==> config.mk <==
export PLATFORM = sky130hd
export DESIGN_NAME = mem_lsu_fsm
export DESIGN_NICKNAME = d
export VERILOG_FILES = /design/src/rtl/mem_lsu_fsm.sv
export SDC_FILE = /design/constraint.sdc
export NUM_CORES = 1
export LEC_CHECK = 0
export BUFFER_PORTS_ARGS = -buffer_cell sky130_fd_sc_hd__buf_2
export CAP_MARGIN = 20
export CORE_MARGIN = 1
export CORE_UTILIZATION = 51
export CTS_CLUSTER_DIAMETER = 150
export DETAILED_ROUTE_END_ITERATION = 6
export PLACE_DENSITY = 0.83
export SETUP_SLACK_MARGIN = 0.1
export SLEW_MARGIN = 10
export SYNTH_ARGS = -nofsm -noshare
export SYNTH_HDL_FRONTEND = slang
export SYNTH_SLANG_ARGS = --single-unit
==> constraint.sdc <==
create_clock -name clk -period 2.75 [get_ports clk]
set_input_delay 0.4125 -clock clk [delete_from_list [all_inputs] [get_ports clk]]
set_output_delay 0.4125 -clock clk [all_outputs]
set_load 0.05 [all_outputs]
==> src/rtl/mem_lsu_fsm.sv <==
// mem_lsu_fsm -- multi-cycle MEM-stage load/store unit on a req/ack data bus.
//
// Carries the MIPS32 byte-lane, sign-extension, LWL/LWR/SWL/SWR and LL/SC
// semantics of the single-cycle MEM stage. Accesses go over a bus with wait
// states instead of a single-cycle SRAM. The pipeline is held through
// stallreq_o while an access is outstanding. The EX/MEM register stays frozen
// during that time, so aluop_i, mem_addr_i and reg2_i are stable until the
// access completes.
//
// Build option: define MEM_ALIGN_EXC_EN to raise AdEL (0x4) / AdES (0x5) on
// misaligned halfword/word accesses. When it is undefined, word accesses
// ignore addr[1:0] and halfword accesses use only addr[1].
//
// Ports
//   clk, rst                 clock, synchronous active-high reset
//   flush                    abandon any access (exception / eret)
//   aluop_i                  EXE_*_OP from EX/MEM
//   mem_addr_i, reg2_i       effective address, store data / LWL-LWR merge source
//   wd_i, wreg_i, wdata_i    writeback passthrough
//   LLbit_i, wb_LLbit_*_i    LLbit with WB-stage forwarding
//   bus_req_o .. bus_wdata_o request side of the data bus (held until ack)
//   bus_ack_i, bus_rdata_i, bus_err_i   response side (err valid with ack)
//   stallreq_o               hold IF..MEM while the access is incomplete
//   wd_o, wreg_o, wdata_o    to MEM/WB
//   LLbit_we_o, LLbit_value_o  LLbit update
//   mem_exc_o, bad_vaddr_o   0 none, 0x4 AdEL, 0x5 AdES, 0x7 bus error; faulting address
module mem_lsu_fsm #(
  parameter int ADDR_W      = 32,
  parameter bit BIG_ENDIAN  = 1'b1,
  parameter int TIMEOUT_CYC = 64,
  parameter int TO_W        = 8
) (
  input  logic              clk,
  input  logic              rst,
  input  logic              flush,
  input  logic [7:0]        aluop_i,
  input  logic [31:0]       mem_addr_i,
  input  logic [31:0]       reg2_i,
  input  logic [4:0]        wd_i,
  input  logic              wreg_i,
  input  logic [31:0]       wdata_i,
  input  logic              LLbit_i,
  input  logic              wb_LLbit_we_i,
  input  logic              wb_LLbit_value_i,
  output logic              bus_req_o,
  output logic              bus_we_o,
  output logic [ADDR_W-1:0] bus_addr_o,
  output logic [3:0]        bus_sel_o,
  output logic [31:0]       bus_wdata_o,
  input  logic              bus_ack_i,
  input  logic [31:0]       bus_rdata_i,
  input  logic              bus_err_i,
  output logic              stallreq_o,
  output logic [4:0]        wd_o,
  output logic              wreg_o,
  output logic [31:0]       wdata_o,
  output logic              LLbit_we_o,
  output logic              LLbit_value_o,
  output logic [31:0]       mem_exc_o,
  output logic [31:0]       bad_vaddr_o
);

  localparam logic [7:0] OP_LB  = 8'b1110_0000;
  localparam logic [7:0] OP_LBU = 8'b1110_0100;
  localparam logic [7:0] OP_LH  = 8'b1110_0001;
  localparam logic [7:0] OP_LHU = 8'b1110_0101;
  localparam logic [7:0] OP_LW  = 8'b1110_0011;
  localparam logic [7:0] OP_LWL = 8'b1110_0010;
  localparam logic [7:0] OP_LWR = 8'b1110_0110;
  localparam logic [7:0] OP_LL  = 8'b1111_0000;
  localparam logic [7:0] OP_SB  = 8'b1110_1000;
  localparam logic [7:0] OP_SH  = 8'b1110_1001;
  localparam logic [7:0] OP_SW  = 8'b1110_1011;
  localparam logic [7:0] OP_SWL = 8'b1110_1010;
  localparam logic [7:0] OP_SWR = 8'b1110_1110;
  localparam logic [7:0] OP_SC  = 8'b1111_1000;

  typedef enum logic [1:0] {
    S_IDLE = 2'd0,
    S_BUSY = 2'd1,
    S_DONE = 2'd2
  } state_t;

  function automatic logic signed [31:0] sext8(input logic signed [7:0] b);
    return 32'(b);
  endfunction

  function automatic logic signed [31:0] sext16(input logic signed [15:0] h);
    return 32'(h);
  endfunction

  // Load result from the captured bus word. off is the big-endian byte
  // offset: 0 selects bits [31:24].
  function automatic logic [31:0] load_word(input logic [7:0]  op,
                                            input logic [1:0]  off,
                                            input logic [31:0] rd,
                                            input logic [31:0] r2);
    logic [31:0] byte_sh;
    logic [15:0] half;
    byte_sh = rd >> {~off, 3'b000};
    half    = off[1] ? rd[15:0] : rd[31:16];
    case (op)
      OP_LB:   return sext8(byte_sh[7:0]);
      OP_LBU:  return {24'h0, byte_sh[7:0]};
      OP_LH:   return sext16(half);
      OP_LHU:  return {16'h0, half};
      OP_LWL: begin
        case (off)
          2'd0:    return rd;
          2'd1:    return {rd[23:0], r2[7:0]};
          2'd2:    return {rd[15:0], r2[15:0]};
          default: return {rd[7:0],  r2[23:0]};
        endcase
      end
      OP_LWR: begin
        case (off)
          2'd0:    return {r2[31:8],  rd[31:24]};
          2'd1:    return {r2[31:16], rd[31:16]};
          2'd2:    return {r2[31:24], rd[31:8]};
          default: return rd;
        endcase
      end
      default: return rd;
    endcase
  endfunction

  state_t          state_q, state_d;
  logic [TO_W-1:0] cnt_q, cnt_d;

  logic              we_p1;
  logic [ADDR_W-1:0] addr_p1;
  logic [3:0]        sel_p1;
  logic [31:0]       wdata_p1;
  logic [31:0]       rdata_p2;
  logic              err_p2;

  logic [1:0]  off;
  logic        is_load, is_store, is_mem;
  logic        llbit_eff, sc_fail;
  logic [31:0] align_exc;
  logic [3:0]  req_sel;
  logic [31:0] req_wdata;
  logic        launch, capture, err_d;
  logic [31:0] load_data;

  // Little-endian lanes are the big-endian lanes mirrored, so one offset
  // translation covers every lane and shift below.
  assign off       = BIG_ENDIAN ? mem_addr_i[1:0] : ~mem_addr_i[1:0];
  assign llbit_eff = wb_LLbit_we_i ? wb_LLbit_value_i : LLbit_i;
  assign sc_fail   = (aluop_i == OP_SC) && !llbit_eff;
  assign load_data = load_word(aluop_i, off, rdata_p2, reg2_i);

  always_comb begin
    is_load   = 1'b0;
    is_store  = 1'b0;
    req_sel   = 4'b1111;
    req_wdata = reg2_i;
    case (aluop_i)
      OP_LB, OP_LBU: begin is_load = 1'b1; req_sel = 4'b1000 >> off; end
      OP_LH, OP_LHU: begin is_load = 1'b1; req_sel = off[1] ? 4'b0011 : 4'b1100; end
      OP_LW, OP_LWL, OP_LWR, OP_LL: is_load = 1'b1;
      OP_SB: begin
        is_store  = 1'b1;
        req_sel   = 4'b1000 >> off;
        req_wdata = {4{reg2_i[7:0]}};
      end
      OP_SH: begin
        is_store  = 1'b1;
        req_sel   = off[1] ? 4'b0011 : 4'b1100;
        req_wdata = {2{reg2_i[15:0]}};
      end
      OP_SW, OP_SC: is_store = 1'b1;
      OP_SWL: begin
        is_store  = 1'b1;
        req_sel   = 4'b1111 >> off;
        req_wdata = reg2_i >> {off, 3'b000};
      end
      OP_SWR: begin
        is_store  = 1'b1;
        req_sel   = 4'b1111 << (~off);
        req_wdata = reg2_i << {~off, 3'b000};
      end
      default: ;
    endcase
  end

  assign is_mem = is_load | is_store;

`ifdef MEM_ALIGN_EXC_EN
  always_comb begin
    align_exc = 32'h0;
    case (aluop_i)
      OP_LH, OP_LHU: if (mem_addr_i[0])          align_exc = 32'h4;
      OP_LW, OP_LL:  if (mem_addr_i[1:0] != 2'b0) align_exc = 32'h4;
      OP_SH:         if (mem_addr_i[0])          align_exc = 32'h5;
      OP_SW, OP_SC:  if (mem_addr_i[1:0] != 2'b0) align_exc = 32'h5;
      default: ;
    endcase
  end
`else
  assign align_exc = 32'h0;
`endif

  always_comb begin
    state_d       = state_q;
    cnt_d         = cnt_q;
    launch        = 1'b0;
    capture       = 1'b0;
    err_d         = 1'b0;
    stallreq_o    = 1'b0;
    wd_o          = wd_i;
    wreg_o        = wreg_i;
    wdata_o       = wdata_i;
    LLbit_we_o    = 1'b0;
    LLbit_value_o = 1'b0;
    mem_exc_o     = 32'h0;
    bad_vaddr_o   = 32'h0;
    if (rst) begin
      state_d = S_IDLE;
      cnt_d   = '0;
      wd_o    = 5'h0;
      wreg_o  = 1'b0;
      wdata_o = 32'h0;
    end else if (flush) begin
      // Flush beats a same-cycle ack: the access is dropped, nothing retires.
      state_d = S_IDLE;
      cnt_d   = '0;
      wreg_o  = 1'b0;
    end else begin
      case (state_q)
        S_IDLE: begin
          if (is_mem) begin
            if (align_exc != 32'h0) begin
              mem_exc_o   = align_exc;
              wreg_o      = 1'b0;
              bad_vaddr_o = mem_addr_i;
            end else if (sc_fail) begin
              // Lost reservation: SC completes here without touching the bus.
              wdata_o = 32'h0;
            end else begin
              stallreq_o = 1'b1;
              wreg_o     = 1'b0;
              launch     = 1'b1;
              cnt_d      = '0;
              state_d    = S_BUSY;
            end
          end
        end
        S_BUSY: begin
          stallreq_o = 1'b1;
          wreg_o     = 1'b0;
          if (bus_ack_i) begin
            capture = 1'b1;
            err_d   = bus_err_i;
            cnt_d   = '0;
            state_d = S_DONE;
          end else if (cnt_q == TO_W'(TIMEOUT_CYC - 1)) begin
            err_d   = 1'b1;
            cnt_d   = '0;
            state_d = S_DONE;
          end else begin
            cnt_d = cnt_q + TO_W'(1);
          end
        end
        S_DONE: begin
          state_d = S_IDLE;
          if (err_p2) begin
            mem_exc_o   = 32'h7;
            wreg_o      = 1'b0;
            bad_vaddr_o = mem_addr_i;
          end else if (aluop_i == OP_SC) begin
            wdata_o       = 32'h1;
            LLbit_we_o    = 1'b1;
            LLbit_value_o = 1'b0;
          end else if (is_load) begin
            wdata_o = load_data;
            if (aluop_i == OP_LL) begin
              LLbit_we_o    = 1'b1;
              LLbit_value_o = 1'b1;
            end
          end
        end
        default: state_d = S_IDLE;
      endcase
    end
  end

  always_ff @(posedge clk) begin
    if (rst) begin
      state_q  <= S_IDLE;
      cnt_q    <= '0;
      we_p1    <= 1'b0;
      addr_p1  <= '0;
      sel_p1   <= 4'h0;
      wdata_p1 <= 32'h0;
      rdata_p2 <= 32'h0;
      err_p2   <= 1'b0;
    end else begin
      state_q <= state_d;
      cnt_q   <= cnt_d;
      // p1: request fields frozen for the whole BUSY phase
      if (launch) begin
        we_p1    <= is_store;
        addr_p1  <= ADDR_W'({mem_addr_i[31:2], 2'b00});
        sel_p1   <= req_sel;
        wdata_p1 <= req_wdata;
      end
      // p2: response captured for the DONE cycle
      if (capture) rdata_p2 <= bus_rdata_i;
      if (state_q == S_BUSY && state_d == S_DONE) err_p2 <= err_d;
    end
  end

  assign bus_req_o   = (state_q == S_BUSY);
  assign bus_we_o    = we_p1;
  assign bus_addr_o  = addr_p1;
  assign bus_sel_o   = sel_p1;
  assign bus_wdata_o = wdata_p1;

endmodule
==> impl_metrics.py <==
metrics = {
    "status": {
        "status": "complete, no violations",
    },
    "floorplanning": {
        "core_region_area_sq_um": 16100,
        "die_x_microns": 131,
        "die_h_microns": 131,
        "start_util_pct": 53.0,
        "dieArea_sq_um": 17300,
        "rows": 46,
        "ios": 325,
    },
    "timing": {
        "finClkSkew_ps": 10.6,
        "tightest_slew_ps": 929,
        "hold_violations": 0,
        "maxSlewHeadroom_pct": 38.0,
        "period_minus_slack_ps": 2720,
        "post-route-period-util_pct": 98.8,
        "tns_ps": 0,
        "rsz0062_at_grt": "true",
        "slew_violations": 0,
        "setup_violations": 0,
        "fmax_mhz": 368,
    },
    "place": {
        "io_buffers": 293,
        "placed_cell_area_sq_um": 10700,
        "gp_congestion": 1.01,
        "dp_hpwl_microns": 24700,
    },
    "global_routing": {
        "grt_overflow": 0,
        "grt_util_all_layers_pct": 35.6,
        "grt_pass1_wl_microns": 48700,
        "grt_pass1_vias": 9064,
        "grt_max_degree": 88,
        "antenna_found_initial": 1,
    },
    "final_layout": {
        "drive_above_1_share_pct": 39.7,
        "layout_commonest_cell": "buf_2",
        "layout.nets": 1554,
        "fin_util_pct": 70.4,
        "fin_area_sq_um": 11300,
        "area_growth_pct": 32.9,
        "fill_cells": 1345,
        "multi_input_area_sq_um": 6050,
        "layout_common_cells": "buf_2 (265), nand2_1 (180), buf_4 (102)",
        "seqCellArea_sq_um": 2230,
        "antenna_cells": 0,
    },
    "critical_path": {
        "crit_chain": "buf_12, buf_8, clkbuf_2, buf_4, mux2_2, mux4_1, a21oi_1, o2bb2ai_2, clkbuf_4",
        "crit_slowest_cell": "mux4_1",
        "worstPathRequired_ps": 2340,
        "cp.arrival_ps": 2300,
        "endpoint_kind": "output port",
        "critPathMaxStageDelay_ps": 500,
        "crit_fanout": 12,
        "path_class": "in -> out",
        "startpoint_type": "input pin",
    },
    "hold_path": {
        "hp-class": "in -> reg",
    },
    "yosys": {
        "synthArstFlopShare_pct": 0,
        "synth-edff-count": 0,
        "synthTopCellsByArea": "dfxtp_1 (26%), nand2_1 (8.0%), mux2i_1 (5.9%), a21oi_1 (5.3%), mux2_2 (5.0%)",
        "synth.yosys.seq_area_share_pct": 25.8,
        "synth_area_sq_um": 8540,
        "syn_inst": 1090,
        "yosysWarnings": 0,
        "yosysUniqueCellTypes": 74,
        "synth-main-ff-cell": "dfxtp_1",
        "syn-mean-instance-area_sq_um": 7.83,
        "synth_top_cell_area_share_pct": 25.8,
        "synth_largest_area_cell": "dfxtp_1",
        "synth_seq_cells": 110,
    },
    "power": {
        "p_comb_share_pct": 25.4,
        "finalPower_mw": 3.99,
        "leakage_nw": 5.14,
        "vdd_drop_max_uv": 310,
        "p_per_area_nw_per_um2": 352,
        "p_clk_share_pct": 34.3,
        "netSwitchingPower_mw": 1.31,
        "swShare_pct": 32.8,
        "p_int_mw": 2.68,
        "power_frac_seq_pct": 40.3,
    },
    "route": {
        "finalWirelength_microns": 32200,
        "num_vias": 9975,
        "ant_nets": 0,
        "drcViolationCount": 0,
        "firstDrtPassIters": 6,
        "vias_per_cell": 6.15,
        "wl_per_cell_microns": 19.9,
        "detail_route.iter0.violations": 1210,
    },
    "cts": {
        "clock_path_buffers": 2,
        "clkTransAtPathRegs_ps": 70,
        "root_buffer": "clkbuf_16",
        "numCtsBuffers": 9,
        "cts_tree": "done",
        "clkLatencyLatePin_ps": 370,
        "cts_num_sinks": 110,
        "htreeDepth": 3,
    },
    "job": {
        "cap_viol_max_count": 0,
    },
}
-- per-layer routing --
metal / part of all wire (%) / GRT usage (%)
met2: 48 / 58.8
met5: 0 / 0
met3: 10 / 6.37
met1: 37 / 44.5
met4: 4.3 / 17.5
-- per-stage QoR --
step	cells	setup slack (ps)	hold WS, ps
after floorplan	1120	-35.2	432
after global placement	1600	-47.4	444
final	1623	34.2	239
after CTS	1618	32.8	228
after detailed placement	1600	-38.5	451
after global routing	1623	-15.7	237
-- cell type report --
class	instances	area share [%]
timing repair buffer	397	21.6
clock inverter	6	0.706
sequential	110	19.7
multi-input combinational	877	53.3
inverter	8	0.309
clock buffer	9	1.98
tap	216	2.38
-- worst paths after layout --
path / start / endpoint / slack [ps] / cells past startpoint
max: mem_addr_i[0] / wdata_o[20] / 30 / 9
min: mem_addr_i[20] / bus_addr_o[20] / 240 / 3
max reg2reg: cnt_q[0] / cnt_q[5] / 650 / 6
min reg2reg: bus_sel_o[2] / bus_sel_o[2] / 460 / 2
-- what timing repair did --
action / 4_1_cts / 5_1_grt
gates resized for setup: 41 / 58
endpoints found under the setup margin: 25 / 32
pin swaps: 10 / 13
buffers inserted: 3 / 5
hold buffers: 0 / 0
-- power by group through the flow --
stage	logic (mW)	registers, mW	clock network (mW)
detailed placement	0.948	1.65	0
CTS	0.970	1.61	1.40
global placement	0.943	1.65	0
finish	1.01	1.61	1.37
global route	1.06	1.61	1.45
floorplan	0.619	1.70	0
-- kinds of logic (layout without fill, tap and decap cells) --
group,count (synthesis),after routing,synth area share [%]
AND/OR/NAND/NOR,427,427,25.3
AO/OA/AOI/OAI,310,310,24.3
buffers and inverters,133,420,8.32
flip-flops,110,110,25.8
multiplexers,107,107,16.0
adder cells (fa/ha/maj),1,1,0.146
other,1,31,0.0439
XOR/XNOR,1,1,0.103
-- synth_stat cells (3+ instances only) --
cell,number
buf_1,6
o2111ai_1,3
nand2_1,181
inv_1,6
a22oi_1,10
nand3_1,15
nand4_1,5
a221oi_1,20
a31oi_1,6
nor3_1,20
nand3b_1,52
a21o_1,10
o21ai_0,69
nor3_2,8
o211ai_1,5
mux4_2,16
a222oi_1,10
buf_4,38
a22o_1,3
mux4_1,3
a211o_1,3
a221o_1,6
buf_2,34
nor2_1,64
dfxtp_1,110
a21oi_1,90
nand2b_1,4
o2bb2ai_1,22
mux2_2,38
clkbuf_1,44
nor3b_1,3
a211oi_1,12
and2_1,33
a311oi_1,4
o311a_1,3
mux2i_1,50
o21ai_1,4
and3_1,10
o22ai_1,9
nor2b_1,16
-- worst max-delay path: cells and delay by family --
kind | cells | cell delay, ps
buffers and inverters | 5 | 750
AO/OA/AOI/OAI | 2 | 320
multiplexers | 2 | 820
-- flip-flops by register name, summed over array words and instances, names as in the netlist --
| register | cells |
|---|---|
| bus_wdata_o | 32 |
| rdata_p2 | 32 |
| bus_addr_o | 30 |
| cnt_q | 8 |
| bus_sel_o | 4 |
| state_q | 2 |
| bus_we_o | 1 |
| err_p2 | 1 |
Power figures use the tool's default switching activity.
